[config.mk]
export PLATFORM = sky130hd
export DESIGN_NAME = pc_fetch_unit_flat
export DESIGN_NICKNAME = d
export VERILOG_FILES = /design/src/rtl/pc_fetch_pkg.sv /design/src/rtl/pc_fetch_unit_if.sv /design/src/rtl/pc_next_logic.sv /design/src/rtl/pc_fetch_unit.sv /design/src/flat_wrapper.sv
export SDC_FILE = /design/constraint.sdc
export NUM_CORES = 1
export LEC_CHECK = 0
export BUFFER_PORTS_ARGS = -buffer_cell sky130_fd_sc_hd__buf_2
export CAP_MARGIN = 5
export CORE_UTILIZATION = 47
export DETAILED_ROUTE_END_ITERATION = 10
export GPL_ROUTABILITY_DRIVEN = 0
export MAX_ROUTING_LAYER = met4
export PLACE_DENSITY = 0.81
export SLEW_MARGIN = 20
export SYNTH_ARGS = -nofsm -noshare
export SYNTH_HDL_FRONTEND = slang
export SYNTH_SLANG_ARGS = --single-unit
[constraint.sdc]
create_clock -name clk -period 2.45 [get_ports clk]
set_input_delay 0.3675 -clock clk [delete_from_list [all_inputs] [get_ports clk]]
set_output_delay 0.3675 -clock clk [all_outputs]
set_load 0.1 [all_outputs]
[src/rtl/pc_fetch_pkg.sv]
// ============================================================================
// Module      : pc_fetch_pkg
// Description : Shared types and constants for the RV32I PC / fetch stage.
// Revision    : 1.0 - initial release
// ============================================================================
`default_nettype none

package pc_fetch_pkg;

    localparam int          XLEN_DEFAULT         = 32;
    localparam logic [31:0] RESET_VECTOR_DEFAULT = 32'h0000_0000;
    localparam logic [31:0] NOP_INSN             = 32'h0000_0013;

    typedef enum logic [1:0] {
        S_BOOT = 2'd0,
        S_REQ  = 2'd1,
        S_EXEC = 2'd2,
        S_TRAP = 2'd3
    } fetch_state_e;

    // RV32I without compressed instructions requires word-aligned fetch targets.
    function automatic logic is_misaligned(input logic [1:0] addr_lsbs);
        return addr_lsbs != 2'b00;
    endfunction

endpackage

`default_nettype wire

[src/rtl/pc_fetch_unit_if.sv]
// ============================================================================
// Module      : pc_fetch_unit_if
// Description : Instruction-memory request/response bus of the fetch stage.
// Revision    : 1.0 - initial release
// ============================================================================
`default_nettype none

interface pc_fetch_unit_if #(
    parameter int XLEN = 32
) ();

    logic            IMemReq;
    logic [XLEN-1:0] IMemAddr;
    logic            IMemReady;
    logic [31:0]     IMemRdata;

    modport master (
        output IMemReq,
        output IMemAddr,
        input  IMemReady,
        input  IMemRdata
    );

    modport slave (
        input  IMemReq,
        input  IMemAddr,
        output IMemReady,
        output IMemRdata
    );

endinterface

`default_nettype wire

[src/rtl/pc_next_logic.sv]
// ============================================================================
// Module      : pc_next_logic
// Description : PC+4 adder, next-PC select and fetch-target alignment check.
// Revision    : 1.0 - initial release
// ============================================================================
`default_nettype none

module pc_next_logic
    import pc_fetch_pkg::*;
#(
    parameter int XLEN = XLEN_DEFAULT
) (
    input  wire logic [XLEN-1:0] pc_i,
    input  wire logic            next_src_i,
    input  wire logic [XLEN-1:0] target_i,
    output logic      [XLEN-1:0] pc_plus4_o,
    output logic      [XLEN-1:0] pc_next_o,
    output logic                 misaligned_o
);

    localparam logic [XLEN-1:0] PC_STEP = XLEN'(4);

    // Wrap-around at the top of the address space is intentional and legal.
    assign pc_plus4_o   = pc_i + PC_STEP;
    assign pc_next_o    = next_src_i ? target_i : pc_plus4_o;
    assign misaligned_o = is_misaligned(pc_next_o[1:0]);

endmodule

`default_nettype wire

[src/rtl/pc_fetch_unit.sv]
// ============================================================================
// Module      : pc_fetch_unit
// Description : Program counter and instruction fetch stage of the monocycle core.
// Revision    : 1.0 - initial release
// ============================================================================
`default_nettype none

module pc_fetch_unit
    import pc_fetch_pkg::*;
#(
    parameter int              XLEN         = XLEN_DEFAULT,
    parameter logic [XLEN-1:0] RESET_VECTOR = XLEN'(RESET_VECTOR_DEFAULT)
) (
    input  wire logic            clk,
    input  wire logic            rst,
    input  wire logic            PCNextPCSrc,
    input  wire logic [XLEN-1:0] PCTarget,
    input  wire logic            PCCommit,
    pc_fetch_unit_if.master      imem,
    output logic      [31:0]     PCInst,
    output logic                 PCInstValid,
    output logic      [XLEN-1:0] PC,
    output logic      [XLEN-1:0] PCPlus4,
    output logic                 PCMisaligned
);

    fetch_state_e    state_q;
    logic [XLEN-1:0] pc_q;
    logic [31:0]     inst_q;
    logic            req_q;
    logic            valid_q;
    logic            misaligned_q;

    logic [XLEN-1:0] pc_plus4_w;
    logic [XLEN-1:0] pc_d;
    logic            next_misaligned_w;

    pc_next_logic #(
        .XLEN (XLEN)
    ) u_next (
        .pc_i         (pc_q),
        .next_src_i   (PCNextPCSrc),
        .target_i     (PCTarget),
        .pc_plus4_o   (pc_plus4_w),
        .pc_next_o    (pc_d),
        .misaligned_o (next_misaligned_w)
    );

    // Request and valid flags are registered alongside the state so that they
    // track it exactly, including the immediate clear on reset.
    always_ff @(posedge clk or posedge rst) begin
        if (rst) begin
            state_q      <= S_BOOT;
            pc_q         <= RESET_VECTOR;
            inst_q       <= NOP_INSN;
            req_q        <= 1'b0;
            valid_q      <= 1'b0;
            misaligned_q <= 1'b0;
        end else begin
            case (state_q)
                S_BOOT: begin
                    state_q <= S_REQ;
                    req_q   <= 1'b1;
                end
                S_REQ: begin
                    if (imem.IMemReady) begin
                        inst_q  <= imem.IMemRdata;
                        state_q <= S_EXEC;
                        req_q   <= 1'b0;
                        valid_q <= 1'b1;
                    end
                end
                S_EXEC: begin
                    if (PCCommit) begin
                        valid_q <= 1'b0;
                        if (next_misaligned_w) begin
                            misaligned_q <= 1'b1;
                            state_q      <= S_TRAP;
                        end else begin
                            pc_q    <= pc_d;
                            req_q   <= 1'b1;
                            state_q <= S_REQ;
                        end
                    end
                end
                S_TRAP: begin
                    req_q        <= 1'b0;
                    valid_q      <= 1'b0;
                    misaligned_q <= 1'b1;
                end
                default: begin
                    state_q <= S_BOOT;
                    req_q   <= 1'b0;
                    valid_q <= 1'b0;
                end
            endcase
        end
    end

    assign imem.IMemReq  = req_q;
    assign imem.IMemAddr = pc_q;
    assign PCInst        = inst_q;
    assign PCInstValid   = valid_q;
    assign PC            = pc_q;
    assign PCPlus4       = pc_plus4_w;
    assign PCMisaligned  = misaligned_q;

endmodule

`default_nettype wire

[src/flat_wrapper.sv]
// flat-port wrapper written by rule: the top's interface ports become plain ports
module pc_fetch_unit_flat import pc_fetch_pkg::*;
#(
    parameter int              XLEN         = XLEN_DEFAULT,
    parameter logic [XLEN-1:0] RESET_VECTOR = XLEN'(RESET_VECTOR_DEFAULT)
)
  (clk, rst, PCNextPCSrc, PCTarget, PCCommit, PCInst, PCInstValid, PC, PCPlus4, PCMisaligned, imem_IMemReq, imem_IMemAddr, imem_IMemReady, imem_IMemRdata);
  pc_fetch_unit_if #(.XLEN(XLEN)) imem_i ();
  input  wire logic clk;
  input  wire logic rst;
  input  wire logic PCNextPCSrc;
  input  wire logic [XLEN-1:0] PCTarget;
  input  wire logic PCCommit;
  output logic      [31:0] PCInst;
  output logic PCInstValid;
  output logic      [XLEN-1:0] PC;
  output logic      [XLEN-1:0] PCPlus4;
  output logic PCMisaligned;
  output wire logic [$bits(imem_i.IMemReq)-1:0] imem_IMemReq;
  output wire logic [$bits(imem_i.IMemAddr)-1:0] imem_IMemAddr;
  input wire logic [$bits(imem_i.IMemReady)-1:0] imem_IMemReady;
  input wire logic [$bits(imem_i.IMemRdata)-1:0] imem_IMemRdata;
  assign imem_IMemReq = imem_i.IMemReq;
  assign imem_IMemAddr = imem_i.IMemAddr;
  assign imem_i.IMemReady = imem_IMemReady;
  assign imem_i.IMemRdata = imem_IMemRdata;
  pc_fetch_unit #(.XLEN(XLEN), .RESET_VECTOR(RESET_VECTOR)) u_core (.clk(clk), .rst(rst), .PCNextPCSrc(PCNextPCSrc), .PCTarget(PCTarget), .PCCommit(PCCommit), .imem(imem_i), .PCInst(PCInst), .PCInstValid(PCInstValid), .PC(PC), .PCPlus4(PCPlus4), .PCMisaligned(PCMisaligned));
endmodule
==> run metrics, run 1 <==
drt first-iter violations 236; r2r endpoint u_core.PC[19]$_DFFE_PP0P_; Buffers on Ports 199; initial cell density of the core 48.6%; path type of the worst min-delay path primary input to asynchronous set/reset pin; unrepaired setup endpoints after global routing yes; Yosys warning count 0; die extent in x 97.2 um; Setup-failing EPs final 1; Synth-to-Final Area Change 58.0%; clock slew at reported path FFs 80 ps; die height 97.2 um; # rows 34; number of global-route vias before repair 4562; total of flip-flops plus latches after synthesis 69; Clock Tree Buf Depth 2; actual slew at the worst max-slew pin 1140 ps; first-pass GRT wire length 22000 um; Worst R2R Path Depth 6; antenna violations before repair 0; slowest cell on the critical path sky130_fd_sc_hd__dfrtp_2; time the final worst path needs with I/O delays and setup 2460 ps; Cell Chain, Critical Path ha_4 -> nand3_4 -> buf_6 -> or3_4 -> nor2_4 -> xnor2_4 -> buf_12; share of cells above drive strength 1 63.2%; H-tree levels 3; DR pass1 iterations 5; post-place instance area 0.00614 mm2; insertion delay of the later-clocked pin in the worst-skew pair 360 ps; highest fanout seen on the critical path 6; WP data arrival 2100 ps; number of pins exceeding their max-slew limit in the final report 0; Detail Placement HPWL 9740 um; overall die area 0.00945 mm2; I/O Pins 200; number of enable-type register cells in the synthesized netlist 0; post-synthesis area per instance 9.69 um2; vias post-DR 4504; fin worst setup slack -14.4 ps; max_slew headroom 23.8%; Synth Flop Type sky130_fd_sc_hd__dfrtp_1; Final Hold Vio Count 0; netlist area before placement 0.00426 mm2; wire length reported by the detailed router 14000 um; via density per instance 5.89; Req. time, crit path 2080 ps; ys async rst share 100%; largest net degree at the start of global routing 42; grt ovf 0; violations in the final reports negative setup slack; Setup Skew 15.6 ps; final std cell area, no fill 0.00673 mm2; count of nets after finishing 726; Mapped Nets 514; clock root cell sky130_fd_sc_hd__clkbuf_8; Clock Sinks 69; Worst Setup Start Kind register; CP max stage delay 440 ps; distinct cell type count of the synthesized netlist 54; maximum achievable frequency 406 MHz; worst reg-to-reg setup slack 360 ps; DR DRC count 0; Hold-fix buffers, CTS 0; antenna fix cells 0; Avg WL per Cell 18.3 um; share of the clock period used by the worst path after layout 101%; CTS Buf Count 9; result of the run finished, violations left; capturing element type of the critical path primary output; standard cell core area 0.00876 mm2; max-capacitance violation count 0; worst setup path class register to primary output; Post-Syn Instances 440; All-Layer GR Usage 29.8%; Post-DRT Antenna Nets 0; TritonCTS clock tree built; share of the yosys chip area belonging to registers 40.6%; worst reg2reg startpoint u_core.state_q[0]$_DFFE_PP0P_
## cells in the mapped netlist, types with 6 or more instances
master | instances | area share [%]
sky130_fd_sc_hd__dfrtp_1 | 66 | 39
sky130_fd_sc_hd__mux2_2 | 38 | 10
sky130_fd_sc_hd__buf_4 | 35 | 6.2
sky130_fd_sc_hd__nand2_1 | 30 | 2.6
sky130_fd_sc_hd__nand3_1 | 23 | 2.7
sky130_fd_sc_hd__inv_1 | 20 | 1.8
sky130_fd_sc_hd__xnor2_1 | 19 | 3.9
sky130_fd_sc_hd__o21ai_0 | 17 | 2.0
sky130_fd_sc_hd__clkbuf_1 | 16 | 1.4
sky130_fd_sc_hd__nor3_1 | 16 | 1.9
sky130_fd_sc_hd__o211ai_1 | 12 | 2.1
sky130_fd_sc_hd__nand4_1 | 10 | 1.5
sky130_fd_sc_hd__nor2_1 | 10 | 0.88
sky130_fd_sc_hd__a21oi_1 | 9 | 1.1
sky130_fd_sc_hd__nor4_1 | 8 | 1.2
sky130_fd_sc_hd__or3_1 | 8 | 1.2
sky130_fd_sc_hd__a22oi_1 | 7 | 1.2
sky130_fd_sc_hd__buf_2 | 7 | 0.82
sky130_fd_sc_hd__xor2_1 | 7 | 1.4
sky130_fd_sc_hd__or2_2 | 6 | 0.88
## state kept, by name (all words and copies together), names as in the netlist
register             cells
u_core.PC               32
u_core.PCInstValid       1
u_core.PCInst           32
u_core.state_q           2
u_core.imem.IMemReq      1
u_core.PCMisaligned      1
## worst max-delay path by stage
stage,to,cells past startpoint,start
final,PCPlus4[20],7,u_core.PC[2]$_DFFE_PP0P_
after global routing,PCPlus4[24],7,u_core.PC[17]$_DFFE_PP0P_
after CTS,PCPlus4[20],7,u_core.PC[2]$_DFFE_PP0P_
after global placement,PCPlus4[30],6,u_core.PC[3]$_DFFE_PP0P_
after floorplan,PCPlus4[18],5,u_core.PC[5]$_DFFE_PP0P_
after detailed placement,PCPlus4[20],7,u_core.PC[3]$_DFFE_PP0P_
## layout by cell type, fill, tap and decap left out, types with 10 or more instances in the layout
cell / netlist / final
sky130_fd_sc_hd__nand2_1: 30 / 27
sky130_fd_sc_hd__inv_1: 20 / 18
sky130_fd_sc_hd__buf_4: 35 / 55
sky130_fd_sc_hd__dfrtp_1: 66 / 37
sky130_fd_sc_hd__clkbuf_8: 0 / 10
sky130_fd_sc_hd__o211ai_1: 12 / 12
sky130_fd_sc_hd__nor3_1: 16 / 11
sky130_fd_sc_hd__o21ai_0: 17 / 17
sky130_fd_sc_hd__dfrtp_2: 0 / 29
sky130_fd_sc_hd__nand3_1: 23 / 16
sky130_fd_sc_hd__buf_12: 0 / 22
sky130_fd_sc_hd__mux2_2: 38 / 38
sky130_fd_sc_hd__xnor2_4: 0 / 15
sky130_fd_sc_hd__nand4_1: 10 / 10
sky130_fd_sc_hd__buf_2: 7 / 177
## layer usage
metal / vias to the layer above / global-route usage [%] / wire length [um]
met5: - / - / 0
met4: 0 / 16.2 / 436
met3: 47 / 5.76 / 1180
met2: 311 / 50.9 / 7200
met1: 2152 / 32.9 / 5180
li1: 1994 / - / -
## final cells by class
class / count / area, um2
Clock inverter: 6 / 45.0
Tap cell: 108 / 135
Sequential cell: 69 / 1770
Clock buffer: 10 / 138
Inverter: 20 / 78.8
Fill cell: 573 / 2030
Multi-Input combinational cell: 289 / 2740
Timing Repair Buffer: 263 / 1830
## per-stage QoR
| stage | hold slack, ps | util (%) | worst slack [ps] | std cells | setup TNS (ps) |
|---|---|---|---|---|---|
| 6_report | 73.9 | 76.8 | -14.4 | 765 | -14.4 |
| 5_1_grt | 127 | 76.8 | -84.0 | 765 | -393 |
| 4_1_cts | 85.1 | 74.9 | -27.7 | 752 | -27.7 |
| 3_5_place_dp | 471 | 70.1 | 198 | 709 | 0 |
| 3_3_place_gp | 464 | 70.1 | 243 | 709 | 0 |
| 2_1_floorplan | 500 | - | -350 | 440 | -3900 |
## cells by family (layout without fill, tap and decap cells)
group / after synthesis / after routing / synth area share [%]
adder cells (fa/ha/maj): 5 / 5 / 1.47
flip-flops: 69 / 69 / 40.6
AND/OR/NAND/NOR: 133 / 133 / 17.3
buffers and inverters: 82 / 299 / 10.5
multiplexers: 42 / 42 / 11.0
AO/OA/AOI/OAI: 83 / 83 / 13.8
XOR/XNOR: 26 / 26 / 5.34
## worst max-delay path, delay by kind of cell, from the launching register on
kind	cells	cell delay, ps
adders and majority gates	1	170
DFF	1	440
xor gates and xnor gates	1	150
and+or+nand+nor	3	630
buffers and inverters	2	360
## timing repair
action / 4_1_cts / 5_1_grt
resized for setup: 7 / 15
setup buffers: 27 / 13
pin swaps: 15 / 14
setup endpoints to repair: 16 / 16
Power of run 1 is not shown: default switching activity piles up to over one toggle a cycle in this logic, so the estimate is an artifact.
==> run 2: changes to the inputs <==
--- a/config.mk
+++ b/config.mk
@@ -12,6 +12,7 @@
 export GPL_ROUTABILITY_DRIVEN = 0
 export MAX_ROUTING_LAYER = met4
 export PLACE_DENSITY = 0.81
+export SETUP_SLACK_MARGIN = 0.2
 export SLEW_MARGIN = 20
 export SYNTH_ARGS = -nofsm -noshare
 export SYNTH_HDL_FRONTEND = slang
==> run 2 against run 1 <==
Compared with the run above:
- the run still ends with negative setup slack left
- wire length grew 3.9%
- maximum frequency down 0.74%
- utilization grew 3.7 points
- die area unchanged
- hold slack improved by 17 ps
- critical path type unchanged
==> run metrics, run 2 (same netlist as run 1, synthesis figures left out) <==
H-tree levels 3 (unchanged); path type of the worst min-delay path primary input to asynchronous set/reset pin (unchanged); # rows 34 (unchanged); register cell area after layout 0.00177 mm2 (about the same); TritonCTS clock tree built (unchanged); Synth-to-Final Area Change 65.6% (was 58.0%); CP max stage delay 440 ps (about the same); worst setup path class register to primary output (unchanged); DR pass1 iterations 5 (unchanged); share of cells above drive strength 1 65.4% (was 63.2%); clock root cell sky130_fd_sc_hd__clkbuf_8 (unchanged); Buffers on Ports 199 (unchanged); drt first-iter violations 281 (was 236); Final Hold Vio Count 0 (unchanged); Setup-failing EPs final 2 (was 1); most frequent cells in the layout sky130_fd_sc_hd__buf_2, sky130_fd_sc_hd__buf_4, sky130_fd_sc_hd__mux2_2 (unchanged); Clock Tree Buf Depth 2 (unchanged); Setup Skew 15.2 ps (was 15.6 ps); vias post-DR 4552 (was 4504); number of global-route vias before repair 4551 (was 4562); capturing element type of the critical path primary output (unchanged); highest fanout seen on the critical path 5 (was 6); worst reg-to-reg setup slack 280 ps (was 360 ps); result of the run finished, violations left (unchanged); antenna fix cells 0 (unchanged); Worst Setup Start Kind register (unchanged); final-layout fill cell count 541 (was 573); largest net degree at the start of global routing 70 (was 42); Clock Sinks 69 (unchanged); final std cell area, no fill 0.00706 mm2 (was 0.00673 mm2); WP data arrival 2120 ps (was 2100 ps); violations in the final reports negative setup slack (unchanged); wire length reported by the detailed router 14500 um (was 14000 um); Avg WL per Cell 18.6 um (was 18.3 um); commonest non-fill, non-tap cell in the layout sky130_fd_sc_hd__buf_2 (unchanged); insertion delay of the later-clocked pin in the worst-skew pair 360 ps (about the same); first-pass GRT wire length 21900 um (was 22000 um); antenna violations before repair 0 (unchanged); grt ovf 0 (unchanged); fin worst setup slack -32.7 ps (was -14.4 ps); number of pins exceeding their max-slew limit in the final report 0 (unchanged); multi-input logic area 0.00282 mm2 (was 0.00274 mm2); setup_tns -61.6 ps (was -14.4 ps); Cell Chain, Critical Path and4_4 -> nand4_1 -> buf_4 -> or2_4 -> xnor2_4 -> buf_12 (was ha_4 -> nand3_4 -> buf_6 -> or3_4 -> nor2_4 -> xnor2_4 -> buf_12); I/O Pins 200 (unchanged); slowest cell on the critical path sky130_fd_sc_hd__dfrtp_2 (unchanged); overall die area 0.00945 mm2 (unchanged); DR DRC count 0 (unchanged); die height 97.2 um (unchanged); share of the clock period used by the worst path after layout 101% (about the same); max_slew headroom 35.5% (was 23.8%); clock slew at reported path FFs 80 ps (about the same); maximum achievable frequency 403 MHz (was 406 MHz); max-capacitance violation count 0 (unchanged); Req. time, crit path 2080 ps (about the same); Post-DRT Antenna Nets 0 (unchanged); count of nets after finishing 743 (was 726); Detail Placement HPWL 9510 um (was 9740 um); actual slew at the worst max-slew pin 967 ps (was 1140 ps); Worst R2R Path Depth 4 (was 6); Min Hold Slack 91.1 ps (was 73.9 ps); final core utilization 80.6% (was 76.8%); All-Layer GR Usage 29.8% (about the same); initial cell density of the core 48.6% (unchanged); die extent in x 97.2 um (unchanged); via density per instance 5.82 (was 5.89); unrepaired setup endpoints after global routing yes (unchanged); post-place instance area 0.00616 mm2 (was 0.00614 mm2); time the final worst path needs with I/O delays and setup 2480 ps (was 2460 ps); CTS Buf Count 9 (unchanged); standard cell core area 0.00876 mm2 (unchanged)
run 2: cell types whose count changed in the layout (fill, tap and decap cells not counted), moves of 3 or more:
cell,delta
sky130_fd_sc_hd__buf_12,+3
sky130_fd_sc_hd__nor3_1,-3
sky130_fd_sc_hd__buf_2,-3
sky130_fd_sc_hd__buf_6,+8
sky130_fd_sc_hd__nor2_1,-3
sky130_fd_sc_hd__buf_4,+10
run 2: path summary, 6_finish.rpt:
check                                                 from                         endpoint
max reg2reg                       u_core.PC[0]$_DFFE_PP0P_        u_core.PC[28]$_DFFE_PP0P_
max                               u_core.PC[3]$_DFFE_PP0P_                      PCPlus4[21]
min                                                    rst         u_core.PC[8]$_DFFE_PP0P_
min reg2reg                u_core.PCMisaligned$_DFFE_PP0P_  u_core.PCMisaligned$_DFFE_PP0P_
min in group clk                        imem_IMemRdata[24]    u_core.PCInst[24]$_DFFE_PP0P_
max in group asynchronous                              rst     u_core.PCInst[4]$_DFFE_PP1P_
run 2: repair_timing:
action                                 4_1_cts  5_1_grt
cloned                                       1        0
buffers inserted                            37       15
hold buffers                                 0        0
endpoints found under the hold margin        0        0
gates resized for setup                     39       23
setup endpoints to repair                   25       27
pin swaps                                   31       22
run 2: layout make-up:
cell class | instances | area share [%]
inverters | 20 | 1.12
clock inverters | 6 | 1.26
clock buffers | 10 | 1.81
well taps | 108 | 1.91
repair buffers | 280 | 28.9
multi-input cells | 289 | 39.9
flip-flops and latches | 69 | 25.1
run 2: worst max-delay path: cells and delay by family (launching register included):
kind	cells	cell delay [ps]
xor gates and xnor gates	1	150
buffers and inverters	2	430
DFF	1	440
and+or+nand+nor	3	730
run 2: metrics by stage:
stage          setup WS [ps]  instances
3_3_place_gp             161        713
6_report               -32.7        782
4_1_cts                 19.9        767
5_1_grt                 -131        782
3_5_place_dp             140        713
2_1_floorplan           -324        440
run 2: layer usage:
layer / GRT usage, % / up-vias / part of all wire [%]
met5: - / - / 0
met2: 51.6 / 294 / 52
li1: - / 2021 / -
met4: 12.2 / 0 / 2.8
met3: 5.18 / 53 / 7.8
met1: 34.4 / 2184 / 37
Power of run 2 is left out for the same reason.
==> run 3: changes to the inputs <==
--- a/config.mk
+++ b/config.mk
@@ -17,3 +17,4 @@
 export SYNTH_ARGS = -nofsm -noshare
 export SYNTH_HDL_FRONTEND = slang
 export SYNTH_SLANG_ARGS = --single-unit
+export TNS_END_PERCENT = 20
==> run 3 against run 2 <==
Compared with the run above:
- the run still ends with negative setup slack left
- non-clock buffer count shrank 15
- wire length is 8.6% lower
- via count is 3.1% lower
- global-route usage fell by 1.7 points
- critical path depth decreased by 1
- flip-flop and latch count did not move
==> run metrics, run 3 (same netlist as run 1, synthesis figures left out) <==
clock slew at reported path FFs 90 ps (was 80 ps); I/O Pins 200 (unchanged); WP data arrival 2110 ps (was 2120 ps); clock root cell sky130_fd_sc_hd__clkbuf_8 (unchanged); worst setup path class register to primary output (unchanged); met3 routing resource usage after global routing 4.89% (was 5.18%); final cell count without fillers 767 (was 782); Clock Tree Buf Depth 2 (unchanged); All-Layer GR Usage 28.1% (was 29.8%); time the final worst path needs with I/O delays and setup 2480 ps (about the same); overall die area 0.00945 mm2 (unchanged); grt ovf 0 (unchanged); share of the clock period used by the worst path after layout 101% (about the same); standard cell core area 0.00876 mm2 (unchanged); path type of the worst min-delay path primary input to asynchronous set/reset pin (unchanged); r2r endpoint u_core.PC[25]$_DFFE_PP0P_ (was u_core.PC[28]$_DFFE_PP0P_); # rows 34 (unchanged); Synth-to-Final Area Change 56.6% (was 65.6%); insertion delay of the later-clocked pin in the worst-skew pair 350 ps (was 360 ps); die height 97.2 um (unchanged); number of global-route vias before repair 4159 (was 4551); DR pass1 iterations 6 (was 5); count of nets after finishing 728 (was 743); Worst R2R Path Depth 6 (was 4); Detail Placement HPWL 9280 um (was 9510 um); Worst Setup Start Kind register (unchanged); met2 track demand over resource 46.5% (was 51.6%); highest fanout seen on the critical path 4 (was 5); Req. time, crit path 2080 ps (about the same); largest net degree at the start of global routing 33 (was 70); first-pass GRT wire length 20600 um (was 21900 um); worst setup path startpoint u_core.PC[5]$_DFFE_PP0P_ (was u_core.PC[3]$_DFFE_PP0P_); unrepaired setup endpoints after global routing yes (unchanged); antenna violations before repair 0 (unchanged); vias post-DR 4412 (was 4552); CTS Buf Count 9 (unchanged); worst reg2reg startpoint u_core.PC[5]$_DFFE_PP0P_ (was u_core.PC[0]$_DFFE_PP0P_); global-route track usage on met1 33.9% (was 34.4%); worst reg-to-reg setup slack 460 ps (was 280 ps); maximum achievable frequency 403 MHz (about the same); H-tree levels 3 (unchanged); die extent in x 97.2 um (unchanged); share of cells above drive strength 1 63.0% (was 65.4%); max-capacitance violation count 0 (unchanged); initial cell density of the core 48.6% (unchanged); Critical Path Sink PCPlus4[25] (was PCPlus4[21]); DR DRC count 0 (unchanged); commonest non-fill, non-tap cell in the layout sky130_fd_sc_hd__buf_2 (unchanged); fin worst setup slack -30.4 ps (was -32.7 ps); Setup Skew 14.4 ps (was 15.2 ps); max_slew headroom 66.3% (was 35.5%); result of the run finished, violations left (unchanged); wire length reported by the detailed router 13300 um (was 14500 um); total instance count after detailed placement 710 (was 713); drt first-iter violations 229 (was 281); TritonCTS clock tree built (unchanged); violations in the final reports negative setup slack (unchanged); Buffers on Ports 199 (unchanged); Final Hold Vio Count 0 (unchanged); Post-DRT Antenna Nets 0 (unchanged); dpl ws 182 ps (was 140 ps); Setup-failing EPs final 3 (was 2); capturing element type of the critical path primary output (unchanged); via density per instance 5.75 (was 5.82); actual slew at the worst max-slew pin 508 ps (was 967 ps); global-route layer with the greatest usage met2 (unchanged); Avg WL per Cell 17.3 um (was 18.6 um); Clock Sinks 69 (unchanged); number of pins exceeding their max-slew limit in the final report 0 (unchanged); antenna fix cells 0 (unchanged); most frequent cells in the layout sky130_fd_sc_hd__buf_2, sky130_fd_sc_hd__buf_4, sky130_fd_sc_hd__dfrtp_1 (was sky130_fd_sc_hd__buf_2, sky130_fd_sc_hd__buf_4, sky130_fd_sc_hd__mux2_2)
==> run 3: changes by cell type in the layout (fill, tap and decap cells not counted), sizes merged <==
| cell | previous run | this run |
|---|---|---|
| bufinv | 2 | 1 |
| clkinv | 2 | 4 |
| clkbuf | 10 | 11 |
| clkinvlp | 3 | 1 |
| inv | 19 | 20 |
| buf | 280 | 264 |
==> run 3: area by class of cell <==
type,count,area [um2]
Timing Repair Buffer,265,1840
Clock inverter,6,65.1
Fill cell,592,2090
Sequential cell,69,1760
Inverter,20,75.1
Multi-Input combinational cell,289,2670
Clock buffer,10,128
Tap cell,108,135
==> run 3: per-layer routing <==
layer	share of wire (%)	routed length [um]
met1	39	5160
met2	51	6730
met3	6.8	903
met4	3.8	501
met5	0	0
==> run 3: stage by stage <==
step	util (%)	setup TNS [ps]	hold WS (ps)	cell area [um2]
final	76.2	-55.7	7.92	6670
after global routing	76.2	-469	41.7	6670
after CTS	73.5	-34.5	18.8	6440
after detailed placement	68.5	0	395	6010
after global placement	68.5	0	391	6010
after floorplan	-	-4910	500	4820
==> run 3: worst min path at each step <==
| stage | slack, ps | to |
|---|---|---|
| 2_1_floorplan | 500 | u_core.PC[24]$_DFFE_PP0P_ |
| 6_report | 8 | u_core.PCInst[19]$_DFFE_PP0P_ |
| 4_1_cts | 20 | u_core.PCInst[19]$_DFFE_PP0P_ |
| 3_3_place_gp | 390 | u_core.PCInst[17]$_DFFE_PP0P_ |
| 3_5_place_dp | 400 | u_core.PCInst[19]$_DFFE_PP0P_ |
| 5_1_grt | 40 | u_core.PCInst[19]$_DFFE_PP0P_ |
==> run 3: critical path, cell delays in order (launching register included) <==
cell	delay, ps
sky130_fd_sc_hd__dfrtp_2	420
sky130_fd_sc_hd__and4_4	260
sky130_fd_sc_hd__nand4_1	230
sky130_fd_sc_hd__or3_4	490
sky130_fd_sc_hd__xnor2_4	160
sky130_fd_sc_hd__buf_12	190
==> run 3: repair_timing <==
action                                  CTS  global route
setup buffers                            28            13
endpoints found under the setup margin   25            26
hold buffers                              0             0
pin swaps                                12            18
resized for setup                         8            39
cloned                                    0             0
Power of run 3 is left out for the same reason.
